**src/rtl/seq_tx_0110_if.sv**
```systemverilog
// seq_tx_0110_if: word handshake in, serial frame out, plus status flags.
interface seq_tx_0110_if #(parameter int DATA_W = 16);
  logic bit_en;
  logic [DATA_W-1:0] din;
  logic din_valid;
  logic din_ready;
  logic out;
  logic out_valid;
  logic frame_start;
  logic done;
  logic busy;
  modport master (
    output bit_en, din, din_valid,
    input  din_ready, out, out_valid, frame_start, done, busy
  );
  modport slave (
    input  bit_en, din, din_valid,
    output din_ready, out, out_valid, frame_start, done, busy
  );
endinterface

```
**src/rtl/seq_tx_0110.sv**
```systemverilog
// seq_tx_0110: serialises buffered words, each prefixed by a 4-bit sync header.
module seq_tx_0110 #(
  parameter int         DATA_W   = 16,
  parameter logic [3:0] SYNC     = 4'b0110,
  parameter logic       IDLE_BIT = 1'b0
) (
  input logic          clk,
  input logic          rst,
  seq_tx_0110_if.slave bus
);
  localparam int CW = $clog2(DATA_W > 4 ? DATA_W : 4);
  typedef enum logic [1:0] {S_IDLE, S_SYNC, S_DATA} state_t;
  state_t            state;
  logic [CW-1:0]     cnt;
  logic [DATA_W-1:0] shreg, hold;
  logic              hold_full, accept, load, last;
  assign accept        = bus.din_valid && !hold_full;
  assign load          = bus.bit_en && state == S_IDLE && hold_full;
  assign last          = state == S_DATA && cnt == CW'(DATA_W - 1);
  assign bus.din_ready = !hold_full;
  assign bus.busy      = state != S_IDLE || hold_full;
  // After the last data bit the FSM passes through IDLE; a full buffer there
  // emits SYNC[3] on that same enabled edge, so back-to-back frames have no gap.
  always_ff @(posedge clk or posedge rst)
    if (rst) begin
      state           <= S_IDLE;
      cnt             <= '0;
      shreg           <= '0;
      hold            <= '0;
      hold_full       <= 1'b0;
      bus.out         <= IDLE_BIT;
      bus.out_valid   <= 1'b0;
      bus.frame_start <= 1'b0;
      bus.done        <= 1'b0;
    end else begin
      if (accept) hold <= bus.din;
      hold_full       <= accept || (hold_full && !load);
      bus.frame_start <= load;
      bus.done        <= bus.bit_en && last;
      if (bus.bit_en)
        case (state)
          S_IDLE: begin
            bus.out       <= hold_full ? SYNC[3] : IDLE_BIT;
            bus.out_valid <= hold_full;
            if (hold_full) begin
              shreg <= hold;
              cnt   <= CW'(2);
              state <= S_SYNC;
            end
          end
          S_SYNC: begin
            bus.out <= SYNC[cnt[1:0]];
            cnt     <= cnt == '0 ? '0 : cnt - CW'(1);
            if (cnt == '0) state <= S_DATA;
          end
          S_DATA: begin
            bus.out <= shreg[0];
            shreg   <= shreg >> 1;
            cnt     <= last ? '0 : cnt + CW'(1);
            if (last) state <= S_IDLE;
          end
          default: state <= S_IDLE;
        endcase
    end
endmodule

```
**src/flat_wrapper.sv**
```systemverilog
// flat-port wrapper written by rule: the top's interface ports become plain ports
module seq_tx_0110_flat 
#(
  parameter int         DATA_W   = 16,
  parameter logic [3:0] SYNC     = 4'b0110,
  parameter logic       IDLE_BIT = 1'b0
)
  (clk, rst, bus_bit_en, bus_din, bus_din_valid, bus_din_ready, bus_out, bus_out_valid, bus_frame_start, bus_done, bus_busy);
  seq_tx_0110_if #(.DATA_W(DATA_W)) bus_i ();
  input logic clk;
  input logic rst;
  input wire logic [$bits(bus_i.bit_en)-1:0] bus_bit_en;
  input wire logic [$bits(bus_i.din)-1:0] bus_din;
  input wire logic [$bits(bus_i.din_valid)-1:0] bus_din_valid;
  output wire logic [$bits(bus_i.din_ready)-1:0] bus_din_ready;
  output wire logic [$bits(bus_i.out)-1:0] bus_out;
  output wire logic [$bits(bus_i.out_valid)-1:0] bus_out_valid;
  output wire logic [$bits(bus_i.frame_start)-1:0] bus_frame_start;
  output wire logic [$bits(bus_i.done)-1:0] bus_done;
  output wire logic [$bits(bus_i.busy)-1:0] bus_busy;
  assign bus_i.bit_en = bus_bit_en;
  assign bus_i.din = bus_din;
  assign bus_i.din_valid = bus_din_valid;
  assign bus_din_ready = bus_i.din_ready;
  assign bus_out = bus_i.out;
  assign bus_out_valid = bus_i.out_valid;
  assign bus_frame_start = bus_i.frame_start;
  assign bus_done = bus_i.done;
  assign bus_busy = bus_i.busy;
  seq_tx_0110 #(.DATA_W(DATA_W), .SYNC(SYNC), .IDLE_BIT(IDLE_BIT)) u_core (.clk(clk), .rst(rst), .bus(bus_i));
endmodule
```
**config.mk**
```make
export PLATFORM = sky130hd
export DESIGN_NAME = seq_tx_0110_flat
export DESIGN_NICKNAME = d
export VERILOG_FILES = /design/src/rtl/seq_tx_0110_if.sv /design/src/rtl/seq_tx_0110.sv /design/src/flat_wrapper.sv
export SDC_FILE = /design/constraint.sdc
export NUM_CORES = 1
export LEC_CHECK = 0
export ABC_AREA = 1
export CAP_MARGIN = 20
export CORE_ASPECT_RATIO = 0.75
export CORE_MARGIN = 4
export CORE_UTILIZATION = 30
export CTS_CLUSTER_DIAMETER = 80
export DETAILED_ROUTE_END_ITERATION = 6
export PLACE_DENSITY = 0.44
export SLEW_MARGIN = 10
export SYNTH_ARGS = -nofsm -noshare
export SYNTH_HDL_FRONTEND = slang
export SYNTH_SLANG_ARGS = --single-unit
export TNS_END_PERCENT = 20
```
**constraint.sdc**
```tcl
create_clock -name clk -period 3.6 [get_ports clk]
set_input_delay 0.9 -clock clk [delete_from_list [all_inputs] [get_ports clk]]
set_output_delay 0.9 -clock clk [all_outputs]
set_load 0.01 [all_outputs]
```
==> impl_metrics.yaml <==
place:
  portBuffers: 25
  gp_congestion: 0.790
  dp_hpwl_um: 2790
finish:
  drive_above_1_share_pct: 13.2
  area_delta_synth_final_pct: 17.7
  final.fill_count: 724
  mostFrequentLayoutCells: "nand2_1, dfrtp_1, inv_1, clkdlybuf4s50_1, o21ai_0"
  layout_commonest_cell: "nand2_1"
  antenna_cells: 0
  fin_nets: 284
synthesis:
  ys_seq_area_share_pct: 51.0
  avgSynthCellArea_um2: 9.09
  synth_cell_type_count: 25
  yosys_warnings: 0
  netlist_area_mm2: 0.00211
  ys_ff_latch: 43
  synthCells: 232
  synth_nets: 259
power_and_ir_drop:
  p_leak_nw: 1.20
  p_per_area_mw_per_mm2: 770
  vdd_ir_drop_max_v: 0.000297
hold_path:
  hp-class: "reg -> reg"
routing:
  dr.pass1.iters: 4
  wl_per_cell_um: 11.6
  finalWirelength_um: 3950
  drt_iter0_drc: 73
  vias_per_cell: 4.36
  drc: 0
  ant_nets: 0
  vias: 1490
clock_tree:
  ctsLongestPathBuffers: 2
  clock-root-buffer: "clkbuf_8"
  cts_tree: "yes"
  hold_buffers: 0
  cts_sinks: 43
  cts_max_level: 2
  ctsResizeCount: 0
  clk_pin_slew_ps: 80
  clk-insertion-delay-late_ps: 290
  cts_setup_buffers: 0
  numCtsBuffers: 5
worst_setup_path:
  worstPathRequired_ps: 2700
  cp-start-kind: "flop"
  worstSetupPathType: "reg -> out"
  path_max_fanout: 4
  arrival_ps: 1740
  end_kind: "output pin"
timing:
  slew_violations: 0
  fin_skew_ps: 5.94
  hold_ws_ps: 497
  finalSetupViolCount: 0
  finalHoldViolations: 0
  min_period_ps: 2640
  fin_crit_sh_pct: 73.4
  max_freq_mhz: 378
  rsz0062_at_grt: "false"
  worst-slew-pin-transition_ps: 545
  tns_ps: 0
  relSlewSlack_pct: 63.7
floorplan:
  initial_core_util_pct: 30.9
  ios: 26
  die_area_mm2: 0.00845
  rows: 26
  fp.dieW_um: 105
  die_h_um: 80.6
  core_area_mm2: 0.00683
global_routing:
  grt_pass1_wl_um: 6900
  grt_pass1_vias: 1436
  grt-ovfl-total: 0
  antenna_found_initial: 0
  grt_start_max_net_pins: 44
  grtUsageTotal_pct: 10.3
job:
  maxCapViolations: 0
status:
  status: "finished clean"
per-layer routing:
metal  GRT usage (%)  wire (um)  vias up
met1            15.0       2190      684
met4            3.93         28        0
met2            14.3       1580       25
met5               0          0        -
li1                -          -      779
met3            2.89        160        2
through the flow:
stage	instance area [um2]	total power [mW]	std cells	utilization, %	setup slack, ps
4_1_cts	2480	1.95	342	36.4	933
3_3_place_gp	2400	1.64	334	35.1	1240
6_report	2480	1.91	342	36.4	956
5_1_grt	2480	2.11	342	36.4	836
3_5_place_dp	2400	1.64	334	35.1	1200
2_1_floorplan	2110	1.46	232	-	1700
final cells by class:
class / instances / area [um2] / share of cell area, %
clock buffer: 5 / 68.8 / 2.77
multi-input combinational: 148 / 837 / 33.7
sequential: 43 / 1080 / 43.3
tap: 84 / 105 / 4.23
inverter: 33 / 124 / 4.99
timing repair buffer: 26 / 258 / 10.4
clock inverter: 3 / 15.0 / 0.605
kinds of logic (layout without fill, tap and decap cells):
| logic type | count (synthesis) | in the layout | synth area share [%] |
|---|---|---|---|
| mux | 14 | 14 | 7.83 |
| buf+inv | 41 | 67 | 9.31 |
| compound gates | 40 | 40 | 10.5 |
| flops | 43 | 43 | 51.0 |
| fa+ha+maj | 7 | 7 | 4.15 |
| simple gates | 86 | 86 | 16.8 |
| xor+xnor | 1 | 1 | 0.415 |
power breakdown:
| part | internal, mW | leakage, nW | switching, mW |
|---|---|---|---|
| combinational | 0.346 | 0.624 | 0.458 |
| clock | 0.133 | 0.0477 | 0.160 |
| sequential | 0.703 | 0.527 | 0.112 |
worst paths after layout:
path / from / to / slack [ps] / cells past startpoint
min reg2reg: u_core.bus.out_valid / u_core.bus.out_valid / 500 / 2
min in group asynchronous: rst / u_core.bus.out / 1040 / 3
min: u_core.bus.out_valid / u_core.bus.out_valid / 500 / 2
max in group asynchronous: rst / u_core.cnt[0] / 2180 / 3
max: u_core.state[0] / bus_busy / 960 / 6
max reg2reg: u_core.state[0] / u_core.shreg[15] / 1580 / 8
critical path: stages, from the launching register on:
cell and delay [ps]:
dfrtp_1 400, inv_1 130, ha_1 180, inv_1 60, nor2_2 150, inv_1 50, clkdlybuf4s50_1 480
cells in the mapped netlist:
| master | n | area [um2] |
|---|---|---|
| inv_2 | 3 | 11.3 |
| nand2_4 | 1 | 11.3 |
| nand4_1 | 1 | 6.26 |
| buf_6 | 5 | 56.3 |
| nand2_2 | 1 | 6.26 |
| clkbuf_1 | 1 | 3.75 |
| nand3_1 | 8 | 40.0 |
| nor2_1 | 7 | 26.3 |
| o21ai_1 | 15 | 75.1 |
| a21oi_1 | 2 | 10.0 |
| o211ai_1 | 1 | 7.51 |
| mux2_4 | 2 | 30.0 |
| a21oi_2 | 1 | 8.76 |
| o211ai_2 | 2 | 25.0 |
| buf_4 | 1 | 7.51 |
| o21ai_0 | 19 | 95.1 |
| buf_2 | 1 | 5.00 |
| nor3_1 | 1 | 5.00 |
| mux2_2 | 12 | 135 |
| xnor2_1 | 1 | 8.76 |
| nand2_1 | 64 | 240 |
| dfrtp_1 | 43 | 1080 |
| inv_1 | 30 | 113 |
| nor2_2 | 3 | 18.8 |
| ha_1 | 7 | 87.6 |
sequential cells by signal (all words and copies together), names as in the netlist:
name,flops
u_core.bus.out_valid,1
u_core.bus.frame_start,1
u_core.shreg,16
u_core.hold_full,1
u_core.cnt,4
u_core.state,2
u_core.bus.out,1
u_core.hold,16
u_core.bus.done,1
Power figures use the tool's default switching activity.
